### src/rtl/gf180mcu_osu_sc_9t_clkdiv_gen.sv
// Glitch-free programmable clock divider: divisor and run/stop changes take effect only at period boundaries.
// Optional macro CLKDIV_GEN_COMP_OUT_EN builds a registered anti-phase output YN (tied 0 otherwise).
module gf180mcu_osu_sc_9t_clkdiv_gen #(
  parameter int WIDTH       = 8,
  parameter int DEFAULT_DIV = 4
) (
  input  logic             CLK,
  input  logic             RST,
  input  logic             EN,
  input  logic [WIDTH-1:0] DIV,
  input  logic             LOAD,
  output logic             Y,
  output logic             YN,
  output logic             ACK,
  output logic             TICK
);

  localparam logic [0:0] S_IDLE = 1'b0;
  localparam logic [0:0] S_RUN  = 1'b1;
  localparam logic [WIDTH-1:0] DEF_P = (DEFAULT_DIV < 2) ? WIDTH'(2) : WIDTH'(DEFAULT_DIV);

  // Divisors are stored already clamped to a period of at least 2.
  function automatic logic [WIDTH-1:0] clamp_p(input logic [WIDTH-1:0] d);
    return (d < WIDTH'(2)) ? WIDTH'(2) : d;
  endfunction

  function automatic logic [WIDTH-1:0] high_of(input logic [WIDTH-1:0] p);
    logic [WIDTH:0] t;
    t = {1'b0, p} + (WIDTH+1)'(1);
    return t[WIDTH:1];
  endfunction

  logic [0:0]       st_q, st_d;
  logic [WIDTH-1:0] cnt_q, cnt_d;
  logic [WIDTH-1:0] per_q, per_d;
  logic [WIDTH-1:0] pdiv_q, pdiv_d;
  logic             pend_q, pend_d;
  logic             y_q, y_d, ack_q, ack_d, tick_q, tick_d;
  logic [WIDTH-1:0] new_per;
  logic             have_new;

  assign new_per  = LOAD ? clamp_p(DIV) : pdiv_q;
  assign have_new = LOAD | pend_q;

  always_comb begin
    st_d   = st_q;
    cnt_d  = cnt_q;
    per_d  = per_q;
    pdiv_d = pdiv_q;
    pend_d = pend_q;
    y_d    = 1'b0;
    ack_d  = 1'b0;
    tick_d = 1'b0;
    case (st_q)
      S_IDLE: begin
        cnt_d = '0;
        if (have_new) begin
          per_d  = new_per;
          pend_d = 1'b0;
          ack_d  = 1'b1;
        end
        if (EN) begin
          st_d   = S_RUN;
          y_d    = 1'b1;
          tick_d = 1'b1;
        end
      end
      S_RUN: begin
        if (cnt_q == per_q - WIDTH'(1)) begin
          cnt_d = '0;
          if (!EN) begin
            // Stopping: a boundary-cycle load is kept and applied from IDLE.
            st_d = S_IDLE;
            if (LOAD) begin
              pend_d = 1'b1;
              pdiv_d = clamp_p(DIV);
            end
          end else begin
            y_d    = 1'b1;
            tick_d = 1'b1;
            if (have_new) begin
              per_d  = new_per;
              pend_d = 1'b0;
              ack_d  = 1'b1;
            end
          end
        end else begin
          cnt_d = cnt_q + WIDTH'(1);
          y_d   = (cnt_d < high_of(per_q));
          if (LOAD) begin
            pend_d = 1'b1;
            pdiv_d = clamp_p(DIV);
          end
        end
      end
      default: st_d = S_IDLE;
    endcase
  end

  always_ff @(posedge CLK or posedge RST) begin
    if (RST) begin
      st_q   <= S_IDLE;
      cnt_q  <= '0;
      per_q  <= DEF_P;
      pdiv_q <= DEF_P;
      pend_q <= 1'b0;
      y_q    <= 1'b0;
      ack_q  <= 1'b0;
      tick_q <= 1'b0;
    end else begin
      st_q   <= st_d;
      cnt_q  <= cnt_d;
      per_q  <= per_d;
      pdiv_q <= pdiv_d;
      pend_q <= pend_d;
      y_q    <= y_d;
      ack_q  <= ack_d;
      tick_q <= tick_d;
    end
  end

  assign Y    = y_q;
  assign ACK  = ack_q;
  assign TICK = tick_q;

`ifdef CLKDIV_GEN_COMP_OUT_EN
  logic yn_q;
  always_ff @(posedge CLK or posedge RST) begin
    if (RST) yn_q <= 1'b1;
    else     yn_q <= ~y_d;
  end
  assign YN = yn_q;
`else
  assign YN = 1'b0;
`endif

endmodule

### config.mk
export PLATFORM = sky130hd
export DESIGN_NAME = gf180mcu_osu_sc_9t_clkdiv_gen
export DESIGN_NICKNAME = d
export VERILOG_FILES = /design/src/rtl/gf180mcu_osu_sc_9t_clkdiv_gen.sv
export SDC_FILE = /design/constraint.sdc
export NUM_CORES = 1
export LEC_CHECK = 0
export CORE_MARGIN = 2
export CORE_UTILIZATION = 57
export CTS_BUF_LIST = sky130_fd_sc_hd__clkbuf_16
export CTS_CLUSTER_DIAMETER = 40
export CTS_CLUSTER_SIZE = 20
export DETAILED_ROUTE_END_ITERATION = 8
export MAX_ROUTING_LAYER = met4
export PLACE_DENSITY = 0.79
export SETUP_SLACK_MARGIN = 0.5
export SYNTH_ARGS = -nofsm -noshare
export SYNTH_HDL_FRONTEND = slang
export SYNTH_SLANG_ARGS = --single-unit
### constraint.sdc
create_clock -name CLK -period 2.65 [get_ports CLK]
set_clock_uncertainty 0.05 [all_clocks]
set_input_delay 0.3975 -clock CLK [delete_from_list [all_inputs] [get_ports CLK]]
set_output_delay 0.3975 -clock CLK [all_outputs]
set_load 0.1 [all_outputs]
After elaboration in Yosys (flattened, before gate mapping)

Index checks and enable logic that the tools add are counted.
W data, S select, Z words.

Bitwise gates (word level): 2
Equality and inequality tests: 4
$add $sub $neg: 3
Order comparisons: 2
Reductions and logical operators: 2
Muxes and demuxes: 26

Operators by type and width:

| operator              | number |
|---|---|
| $mux W8               | 8 |
| $pmux W8 S2           | 2 |
| $mux W1               | 11 |
| $pmux W1 S2           | 5 |
| $add A8 B1 Y9 const B | 1 |
| $add A8 B1 Y8 const B | 1 |
| $eq A8 B8 Y1          | 1 |
| $lt A8 B2 Y1 const B  | 1 |
| $lt A8 B8 Y1          | 1 |
| $sub A8 B1 Y8 const B | 1 |
| $ne A2 B2 Y1 const B  | 2 |
| $reduce_and A2 Y1     | 2 |
| $ne A2 B1 Y1 const B  | 1 |
| $not A1 Y1            | 1 |
| $or A1 B1 Y1          | 1 |

Logic and storage cells: 47
Flip-flop bits (word level): 29
Input bits: 12
Output and inout bits: 4

Logic depth before layout (Yosys ltp)

Gate-level depths: netlist of the first run.

Depth after elaboration: 7
Depth in mapped cells: 11
Depth with buffers taken out: 9

Worst setup path before layout of the first run

No wires, ideal clock.

Kind: reg-to-reg
Start: reg per_q[0]
End: reg per_q[0]
Arrival: 2224 ps
Required time: 2473 ps
Stages on the path, launching flop included: 11
Buffers on the path: 2
Period minus slack after synthesis: 2401 ps
Setup time: 127 ps
Path slack: 249 ps
Cells stage by stage: dfrtp_1 > buf_2 > inv_1 > ha_1 > or3_1 > a31oi_1 > and4_1 > a21bo_1 > o21a_1 > buf_4 > mux2_1

Cells in the longest elaborated chain, start to end: 4
Elaborated cells on any way between the ends: 8
Those cells by class: add/sub: 1; eq/ne: 2; mux: 4; reduce/logical: 1

Ends and longest elaborated chain:

| what                                                              | line | RTL |
|---|---|---|
| from (decl)                                                       | 35   | `logic [WIDTH-1:0] per_q, per_d;` |
| from (signal assigned)                                            | 113  | `per_q <= per_d;` |
| $sub A8 B1 Y8 or $mux W8 (tied branches)                          | n/a  |  |
| $eq A8 B8 Y1 or $mux W8 (tied branches)                           | n/a  |  |
| $ne A2 B1 Y1 (no source line) or $mux W8 (tied branches)          | n/a  |  |
| $reduce_and A2 Y1 (no source line) or $pmux W8 S2 (tied branches) | n/a  |  |

Several ways; a longest one is shown, not always the timed one. The select of a mux whose other input is x is not followed.
A chain may end at the register's enable or synchronous reset.

Worst setup path after layout of the first run

Start: reg per_q[2]
End: reg pdiv_q[6]

Cells in the longest elaborated chain, start to end: 4
Elaborated cells on any way between the ends: 5
Those cells by class: add/sub: 1; eq/ne: 2; mux: 1; reduce/logical: 1

Ends and longest elaborated chain:

| what                               | line | RTL |
|---|---|---|
| $sub A8 B1 Y8 (*)                  | 69   | `if (cnt_q == per_q - WIDTH'(1)) begin` |
| $eq A8 B8 Y1 (*)                   | 69   |  |
| $ne A2 B2 Y1 (no source line)      | n/a  |  |
| $reduce_and A2 Y1 (no source line) | n/a  |  |
| to (signal assigned)               | 114  | `pdiv_q <= pdiv_d;` |
| to (decl)                          | 36   | `logic [WIDTH-1:0] pdiv_q, pdiv_d;` |

Every way passes the cells marked *; elsewhere a longest branch is shown, timed or not.

==> results.md, run 1 <==
* Synth Cell Area at 1800 um^2
* Final net count at 229
* DRC Markers at 0
* Root Driver: clkbuf_16
* Sink Count at 29
* Pwr Density at 1320 nW/um^2
* Initial core utilization at 0.596
* Register bit total from synthesis at 29
* Commonest non-fill, non-tap cell in the layout: dfrtp_1
* Vias in the first global route at 1531
* Routed wire length at 5.15 mm
* Cell leakage power at 1.08 nW
* IO Pins at 16
* WL/cell at 20.4 um
* Tmin final at 2.49 ns
* Initial antenna violation count at 0
* Share of layout cells above drive strength 1 at 0.337
* Final hold viol count at 0
* Syn-to-layout area delta at 34.6%
* Hold Path Class: reg -> reg
* Gpl congestion at 0.880
* MaxCap Viol Count at 0
* Detailed Place HPWL at 2.75 mm
* Die Area at 3630 um^2
* Crit-path cells: buf_6 -> nor2b_4 -> or3_1 -> a31oi_2 -> and4_1 -> a21bo_4 -> buf_6 -> nor2_4 -> mux2_4
* CTS tree: yes
* Status: completed
* Synth warn at 0
* FP Rows at 20
* Commonest register cell after synthesis: dfrtp_1
* Via count at 1567
* Drt first pass iters at 4
* Clk buf depth at 2
* Final Max Tran Viols at 0
* Number of synthesized flops with an enable pin at 0
* CORE AREA at 3030 um^2
* CP bufs+invs at 2
* CP most frequent cell: buf_6
* Clock latency at the later pin of the worst-skew pair at 0.28 ns
* Crit path max-delay cell type: dfstp_2
* Most frequent cells in the layout: dfrtp_1 (24), buf_4 (16), xnor2_1 (14), mux2_4 (11), clkdlybuf4s50_1 (11)
* Wire length of the first global-routing pass at 7.45 mm
* RSZ-0062 raised after global routing: yes
* Critical path arrival at 2.59 ns
* Gate Count Post-Synth at 175
* Fraction of the yosys area taken by sequential cells at 0.404
* Top Family by Delay on Critical Path: simple AND/OR/NAND/NOR gates
* Dominant cell type by area after synthesis: dfrtp_1
* Ranking of synthesized cells by area: dfrtp_1 (37%), ha_1 (6.9%), xnor2_1 (6.8%)
* Syn_area_per_cell at 10.3 um^2
* H-Tree Depth at 2
* Worst VDD drop at 0.000780 V
* Antenna Cells at 0
* Vias per inst at 6.22
* Pin count of the biggest net entering global routing at 20
* Critical Path RT at 2.75 ns
* TNS Setup at 0 ns
* Slew HR at 0.531
* Share of the synthesized area in the top cell type at 0.374
* Clk pin slew, worst setup/hold paths at 0.05 ns
* # port buffers at 14
* GRT Total Usage at 0.301
* Chip width at 60.3 um
* Slew @ Worst Pin at 0.703 ns
* Cts bufs inserted at 5
* Final hold slack at 0.466 ns
* Setup-failing EPs final at 0
* Synth cell types at 46
* Synth Net Count at 197
* Max Clock Freq at 402 MHz
* CP Max Fanout at 6
* Initial drt markers at 121
* Critical path's largest stage delay at 0.62 ns
* Final worst-path cycle share at 0.939
* Die Y at 60.3 um
* Async SR Flop Fraction at 1.00
* WS Path Type: reg -> reg
* Nature of the critical path startpoint: flop
* CP endpoint kind: flop
* Hold_buf cts at 0
* Total gr overflow at 0
* Final ANT Viol Nets at 0
-- flip-flops by register name, summed over array words and instances (netlist names) --
register and flops:
cnt_q 8, pdiv_q 8, per_q 8, ACK 1, TICK 1, Y 1, pend_q 1, st_q 1
-- cell usage after synthesis, types with 2 or more instances --
master and number:
dfrtp_1 27, xnor2_1 14, ha_1 10, and3_1 9, nand2_1 9, nor2_1 9
nand3_1 8, inv_1 7, xor2_1 7, a2bb2oi_1 6, mux2_4 6, mux2_1 5
nor3_1 5, buf_2 4, o21ai_0 4, o22ai_1 4, buf_4 3, nand2b_1 3
nand4_1 3, a31oi_1 2, clkbuf_1 2, dfstp_2 2, nor2b_1 2, o21ai_1 2
-- metrics by stage --
step	total power, mW	worst slack [ns]	area, um^2	instances	utilization
after floorplan	1.91	0.460	1850	175	-
after global placement	2.08	0.213	1980	226	0.655
after detailed placement	2.12	0.109	1980	226	0.655
after CTS	2.96	0.250	2310	248	0.762
after global routing	3.36	0.114	2430	252	0.802
final	3.20	0.161	2430	252	0.802
-- timing repair --
item,in CTS,in global routing
buffers inserted,14,4
gates resized for setup,23,19
setup endpoints to repair,22,26
pin swaps,10,10
endpoints found under the hold margin,0,0
-- logic make-up after synthesis --
kind of cell	count (synthesis)	share of synthesized area
buffers and inverters	17	0.0485
AO/OA/AOI/OAI	28	0.114
flip-flops	29	0.404
adder cells (fa/ha/maj)	10	0.0693
AND/OR/NAND/NOR	58	0.180
multiplexers	11	0.0811
XOR/XNOR	21	0.102
other	1	0.00208
-- cell type report --
type / instances / area [um^2]
multi-input combinational: 129 / 1150
tap: 44 / 55.1
inverter: 7 / 31.3
clock inverter: 3 / 11.3
sequential: 29 / 732
timing repair buffer: 35 / 324
fill: 157 / 599
clock buffer: 5 / 125
-- layer usage --
layer | wire length (um) | vias to the layer above | track usage
li1 | - | 683 | -
met1 | 2020 | 764 | 0.364
met2 | 2570 | 99 | 0.458
met3 | 400 | 21 | 0.0758
met4 | 162 | 0 | 0.168
met5 | 0 | - | -
-- final timing paths --
path                       startpoint         to  slack (ns)  cells after the start
max in group asynchronous         RST          Y        1.44                      3
max reg2reg                  per_q[2]  pdiv_q[6]        0.16                      9
min reg2reg                 pdiv_q[0]  pdiv_q[0]        0.47                      1
min                         pdiv_q[0]  pdiv_q[0]        0.47                      1
min in group asynchronous         RST   per_q[6]        0.48                      2
max                          per_q[2]  pdiv_q[6]        0.16                      9
-- power by group --
group | internal, mW | switching (mW) | leakage [nW] | total, mW
registers | 0.620 | 0.295 | 0.337 | 0.915
logic | 0.914 | 0.851 | 0.666 | 1.76
clock network | 0.336 | 0.187 | 0.0738 | 0.524
Power figures use the tool's default switching activity.
==> run 2: changes to the inputs <==
Settings changed: SLEW_MARGIN set to 20.
==> results of run 2 <==
Final layout, timing and power as in run 1 (identical DEF).
==> run 3: changes to the inputs <==
Settings changed: CTS_CLUSTER_SIZE 20 to unset.
==> results of run 3 <==
Final layout, timing and power as in run 1 (identical DEF).
==> edit 1: new RTL, config.mk and constraints of run 1 <==
The option `CLKDIV_GEN_COMP_OUT_EN` is turned on by a define.
--- a/src/rtl/gf180mcu_osu_sc_9t_clkdiv_gen.sv
+++ b/src/rtl/gf180mcu_osu_sc_9t_clkdiv_gen.sv
@@ -2,2 +2,4 @@
 // Optional macro CLKDIV_GEN_COMP_OUT_EN builds a registered anti-phase output YN (tied 0 otherwise).
+`define CLKDIV_GEN_COMP_OUT_EN
+
 module gf180mcu_osu_sc_9t_clkdiv_gen #(
Formal check against the unedited RTL: not equivalent (Yosys sat finds a counterexample within 4 cycles, from zero or initial values and one cycle with RST high).
==> edit 1 against run 1 <==
Power fell by 3.3%; setup slack got worse by 0.033 ns; area after synthesis is 2.6% higher; wire length down 15%; via count fell by 7.3%; maximum frequency is 1.3% lower; global-route usage fell by 1.2 points; design area fell by 0.57%; sequential cell count up 1; critical endpoint is now per_q[1].
==> edit 1: results (changes against run 1) <==
| Metric | Value |
|---|---|
| Number of port buffers | `15 (was 14)` |
| Hold Crit Class | `in -> async (was reg -> reg)` |
| Post-Place Worst Slack | `0.116 ns (was 0.109 ns)` |
| Final HPWL DP | `2.89 mm (was 2.75 mm)` |
| TritonRoute pass-1 iters | `4 (unchanged)` |
| Post-CTS setup buffers | `6 (was 14)` |
| Mux cell area share after synthesis | `8.18% (was 8.11%)` |
| Largest net degree at the start of global routing | `19 (was 20)` |
| Internal power | `1.79 mW (was 1.87 mW)` |
| TritonCTS Buffers | `5 (unchanged)` |
| Sequential area share after synthesis | `40.7% (was 40.4%)` |
| Antenna Cells | `0 (unchanged)` |
| Post-synthesis average cell area | `10.9 µm² (was 10.3 µm²)` |
| Area contributors post-synth | `dfrtp_1 (36%), ha_1 (6.8%), xnor2_1 (5.7%), xor2_1 (5.7%), mux2_2 (5.5%) (was dfrtp_1 (37%), ha_1 (6.9%), xnor2_1 (6.8%), mux2_4 (5.0%), xor2_1 (3.4%))` |
| First-pass GRT wire length | `7.27 mm (was 7.45 mm)` |
| Combinational power share | `55.5% (was 55.1%)` |
| Mapped Nets | `192 (was 197)` |
| GPL Wtd Cong | `0.859 (was 0.880)` |
| Vias in the first global route | `1484 (was 1531)` |
| Placed insts | `234 (was 226)` |
| Clk_lat worst skew | `0.27 ns` |
| Worst IR Drop VDD | `0.839 mV (was 0.780 mV)` |
| Crit path max-delay family | `simple AND/OR/NAND/NOR gates (unchanged)` |
| Crit-path max FO | `4 (was 6)` |
| Sequential power | `0.854 mW (was 0.915 mW)` |
| Slew HR | `68.9% (was 53.1%)` |
| Antenna violations before repair | `0 (unchanged)` |
| Initial DRC count | `69 (was 121)` |
| Asr flop ratio synth | `100% (unchanged)` |
| Mean routed wirelength per cell | `17.5 µm (was 20.4 µm)` |
| Synth warnings | `0 (unchanged)` |
| Most frequent cell after synthesis | `dfrtp_1 (unchanged)` |
| Crit path largest cell delay | `0.56 ns (was 0.62 ns)` |
| Outcome | `finished clean (unchanged)` |
| Fraction of layout cells with a size suffix above 1 | `33.0% (was 33.7%)` |
| Number of cells upsized or downsized after cts | `17 (was 23)` |
| Routed WL | `4.37 mm (was 5.15 mm)` |
| Leak | `1.08 nW (about the same)` |
| XOR/XNOR Fraction of Synth Area | `11.4% (was 10.2%)` |
| Fill cells | `187 (was 157)` |
| Netlist cell types | `45 (was 46)` |
| Adder-Cell Fraction of Synth Area | `6.76% (was 6.93%)` |
| Worst path arrival time | `2.63 ns (was 2.59 ns)` |
| Clk root buf | `clkbuf_16 (unchanged)` |
| Worst Setup SP | `per_q[2] (unchanged)` |
| Via count | `1453 (was 1567)` |
| Max stage delay cell, worst path | `or4_4 (was dfstp_2)` |
| Max clock buf depth | `2 (unchanged)` |
| H-tree levels | `2 (unchanged)` |
| Synth cell count leaders | `dfrtp_1 (27), nor2_1 (14), xnor2_1 (12), xor2_1 (12), nand2_1 (11) (was dfrtp_1 (27), xnor2_1 (14), ha_1 (10))` |
| Post-synthesis compound-gate area fraction | `14.7% (was 11.4%)` |
| Total track usage | `28.9% (was 30.1%)` |
-- edit 1: cell families after synthesis --
family | after synthesis
flip-flops | 30
adder cells (fa/ha/maj) | 10
buffers and inverters | 15
XOR/XNOR | 24
multiplexers | 13
AO/OA/AOI/OAI | 29
AND/OR/NAND/NOR | 49
-- edit 1: worst paths after layout --
path	to	slack [ns]	depth (start not counted)
hold / removal	cnt_q[7]	0.38	2
setup reg to reg	per_q[1]	0.13	6
setup / recovery	per_q[1]	0.13	6
hold reg to reg	pdiv_q[4]	0.46	1
max in group asynchronous	per_q[2]	1.50	3
min in group CLK	pdiv_q[4]	0.46	1
-- edit 1: metrics by stage --
step | area [µm²] | power [mW] | hold WS (ns) | util (%)
3_3_place_gp | 2120 | 2.26 | 0.441 | 68.8
5_1_grt | 2410 | 3.30 | 0.452 | 78.5
2_1_floorplan | 1890 | 1.99 | 0.406 | -
6_report | 2410 | 3.10 | 0.384 | 78.5
4_1_cts | 2370 | 2.99 | 0.399 | 77.1
3_5_place_dp | 2120 | 2.32 | 0.445 | 68.8
-- edit 1: metal layers --
layer | up-vias | share of wire, % | global-route usage (%)
li1 | 673 | - | -
met1 | 733 | 42 | 34.2
met2 | 40 | 51 | 46.5
met3 | 7 | 5.0 | 7.04
met4 | 0 | 1.9 | 13.0
met5 | - | 0 | -
-- edit 1: cell type report --
cell class | instances | area [µm²] | area share [%]
clock buffers | 5 | 125 | 5.18
clock inverters | 3 | 12.5 | 0.518
inverters | 8 | 30.0 | 1.24
multi-input cells | 125 | 1140 | 47.1
flip-flops and latches | 30 | 757 | 31.3
well taps | 44 | 55.1 | 2.28
repair buffers | 35 | 298 | 12.3
==> edit 2: new RTL, flow settings as in run 1 <==
Without the edit above. Register the input `DIV` before use, without a reset. The logic sees it one clock later. The other inputs are not delayed to match.
--- a/src/rtl/gf180mcu_osu_sc_9t_clkdiv_gen.sv
+++ b/src/rtl/gf180mcu_osu_sc_9t_clkdiv_gen.sv
@@ -21,2 +21,8 @@
 
+  logic [WIDTH-1:0] DIV_q;
+
+  always_ff @(posedge CLK) begin
+    DIV_q <= DIV;
+  end
+
   // Divisors are stored already clamped to a period of at least 2.
@@ -41,3 +47,3 @@
 
-  assign new_per  = LOAD ? clamp_p(DIV) : pdiv_q;
+  assign new_per  = LOAD ? clamp_p(DIV_q) : pdiv_q;
   assign have_new = LOAD | pend_q;
@@ -75,3 +81,3 @@
               pend_d = 1'b1;
-              pdiv_d = clamp_p(DIV);
+              pdiv_d = clamp_p(DIV_q);
             end
@@ -91,3 +97,3 @@
             pend_d = 1'b1;
-            pdiv_d = clamp_p(DIV);
+            pdiv_d = clamp_p(DIV_q);
           end
Check against the original RTL: not equivalent (Yosys sat finds a counterexample within 4 cycles, from zero or initial values and one cycle with RST high).
==> edit 2 against run 1 <==
Design area grew 4.8%; power decreased by 2.8%; worst hold slack worse by 0.0081 ns; final cell count is 6.0% higher; non-clock buffer count rose by 2; wire length shrank 19%; critical endpoint is now per_q[0]; critical path depth shrank 1; first-iteration DRC count is 42% lower; sequential cell count increased by 8; sequential power about the same; area after synthesis grew 11%; setup slack lost 0.059 ns.
==> edit 2: results (changes against run 1) <==
| Metric | Value |
|---|---|
| Outcome | `finished clean (unchanged)` |
| Hold worst-path end | `pdiv_q[4] (was pdiv_q[0])` |
| Routed WL | `4.20 mm (was 5.15 mm)` |
| FF-to-FF path depth | `8 (was 9)` |
| Via count | `1493 (was 1567)` |
| Antenna Cells | `0 (unchanged)` |
| First-pass GRT wire length | `7.11 mm (was 7.45 mm)` |
| P_sw | `1.21 mW (was 1.33 mW)` |
| Total track usage | `23.7% (was 30.1%)` |
| Hold Crit Class | `reg -> reg (unchanged)` |
| Clk root buf | `clkbuf_16 (unchanged)` |
| Worst path arrival time | `2.66 ns (was 2.59 ns)` |
| Mapped Nets | `209 (was 197)` |
| H-tree levels | `2 (unchanged)` |
| R2R setup slack | `0.10 ns (was 0.16 ns)` |
| Antenna violations before repair | `0 (unchanged)` |
| Fin nets | `242 (was 229)` |
| Slew HR | `44.4% (was 53.1%)` |
| Leak | `1.11 nW (was 1.08 nW)` |
| Netlist cell types | `50 (was 46)` |
| TritonRoute pass-1 iters | `4 (unchanged)` |
| Clk_lat worst skew | `0.28 ns (about the same)` |
| Vias in the first global route | `1576 (was 1531)` |
| Crit-path max FO | `4 (was 6)` |
| Max clock buf depth | `2 (unchanged)` |
| Worst IR Drop VDD | `0.568 mV (was 0.780 mV)` |
| Largest net degree at the start of global routing | `22 (was 20)` |
| Hold path cells | `1 (unchanged)` |
| Asr flop ratio synth | `78.4% (was 100%)` |
| Area contributors post-synth | `dfrtp_1 (34%), dfxtp_1 (8.0%), ha_1 (6.2%), xnor2_1 (5.7%), a2bb2oi_2 (3.7%) (was dfrtp_1 (37%), ha_1 (6.9%), xnor2_1 (6.8%), mux2_4 (5.0%), xor2_1 (3.4%))` |
| Final HPWL DP | `2.93 mm (was 2.75 mm)` |
| Hold_sp | `pdiv_q[4] (was pdiv_q[0])` |
| Initial DRC count | `70 (was 121)` |
| RR Endpoint | `per_q[0] (was pdiv_q[6])` |
| GPL Wtd Cong | `0.893 (was 0.880)` |
| Fraction of layout cells with a size suffix above 1 | `29.4% (was 33.7%)` |
| Sequential area share after synthesis | `44.3% (was 40.4%)` |
| Reg-to-Reg Start | `per_q[1] (was per_q[2])` |
| Synth cell count leaders | `dfrtp_1 (27), xnor2_1 (13), nand2_1 (12), ha_1 (10), nor2_1 (10) (was dfrtp_1 (27), xnor2_1 (14), ha_1 (10))` |
edit 2: cell types whose count changed after synthesis, sizes merged, moves of 3 or more:
| cell | delta |
|---|---|
| and3 | -8 |
| nand2 | +3 |
| a21oi | +3 |
| nor2b | +5 |
| clkbuf | +3 |
| dfxtp | +8 |
| or2 | +3 |
edit 2: repair_timing:
| item | 4_1_cts | 5_1_grt |
|---|---|---|
| gates resized for setup | 10 | 11 |
| setup buffers | 6 | 4 |
| endpoints found under the setup margin | 29 | 29 |
| pin swaps | 1 | 5 |
edit 2: kinds of logic (layout without fill, tap and decap cells):
logic type,after synthesis,after routing,share of synthesized area [%]
buf+inv,19,53,5.12
compound gates,32,32,14.0
simple gates,58,58,15.4
xor+xnor,20,20,8.74
other cells,1,1,0.187
mux,10,10,6.00
flops,37,37,44.3
fa+ha+maj,10,10,6.25
edit 2: per-stage QoR:
step	cell area [µm²]	hold slack, ns	setup WS [ns]	instances
floorplan	2040	0.375	0.0472	187
global placement	2240	0.442	0.0728	249
detailed placement	2240	0.446	0.0158	249
CTS	2470	0.461	0.0915	263
global route	2540	0.485	0.0210	267
finish	2540	0.458	0.101	267
edit 2: power groups by stage:
stage               Clock [mW]  Sequential, mW  Combinational (mW)
floorplan                    0           0.929                1.09
global placement             0           0.903                1.37
detailed placement           0           0.920                1.42
CTS                      0.554           0.909                1.51
global route             0.582           0.940                1.81
finish                   0.539           0.915                1.66
edit 2: worst max-delay path by stage:
stage,from,end,slack [ns],depth (start not counted)
2_1_floorplan,per_q[1],per_q[0],0.05,9
3_3_place_gp,per_q[1],pdiv_q[3],0.07,7
3_5_place_dp,per_q[0],pdiv_q[5],0.02,7
4_1_cts,per_q[1],per_q[0],0.09,8
5_1_grt,per_q[0],per_q[1],0.02,10
6_report,per_q[1],per_q[0],0.10,8
edit 2: area by class of cell:
class	count	area [µm²]
clock inverter	3	11.3
sequential	37	888
tap	46	57.6
fill	247	818
inverter	8	30.0
timing repair buffer	37	340
clock buffer	5	125
multi-input combinational	131	1090
edit 2: per-layer routing:
layer  vias to the layer above  GRT usage (%)  part of all wire, %
li1                        715              -                    -
met1                       723           26.3                   41
met2                        43           41.5                   53
met3                        12           4.82                  3.7
met4                         0           9.78                  2.3
met5                         -              -                    0
edit 2: worst max-delay path, cell delays in order (launching register included):
cell,delay [ns]
dfrtp_1,0.38
or4_4,0.56
or4_1,0.42
o211ai_1,0.11
a31oi_2,0.09
o31ai_4,0.22
buf_6,0.15
o21a_4,0.15
mux2_4,0.29
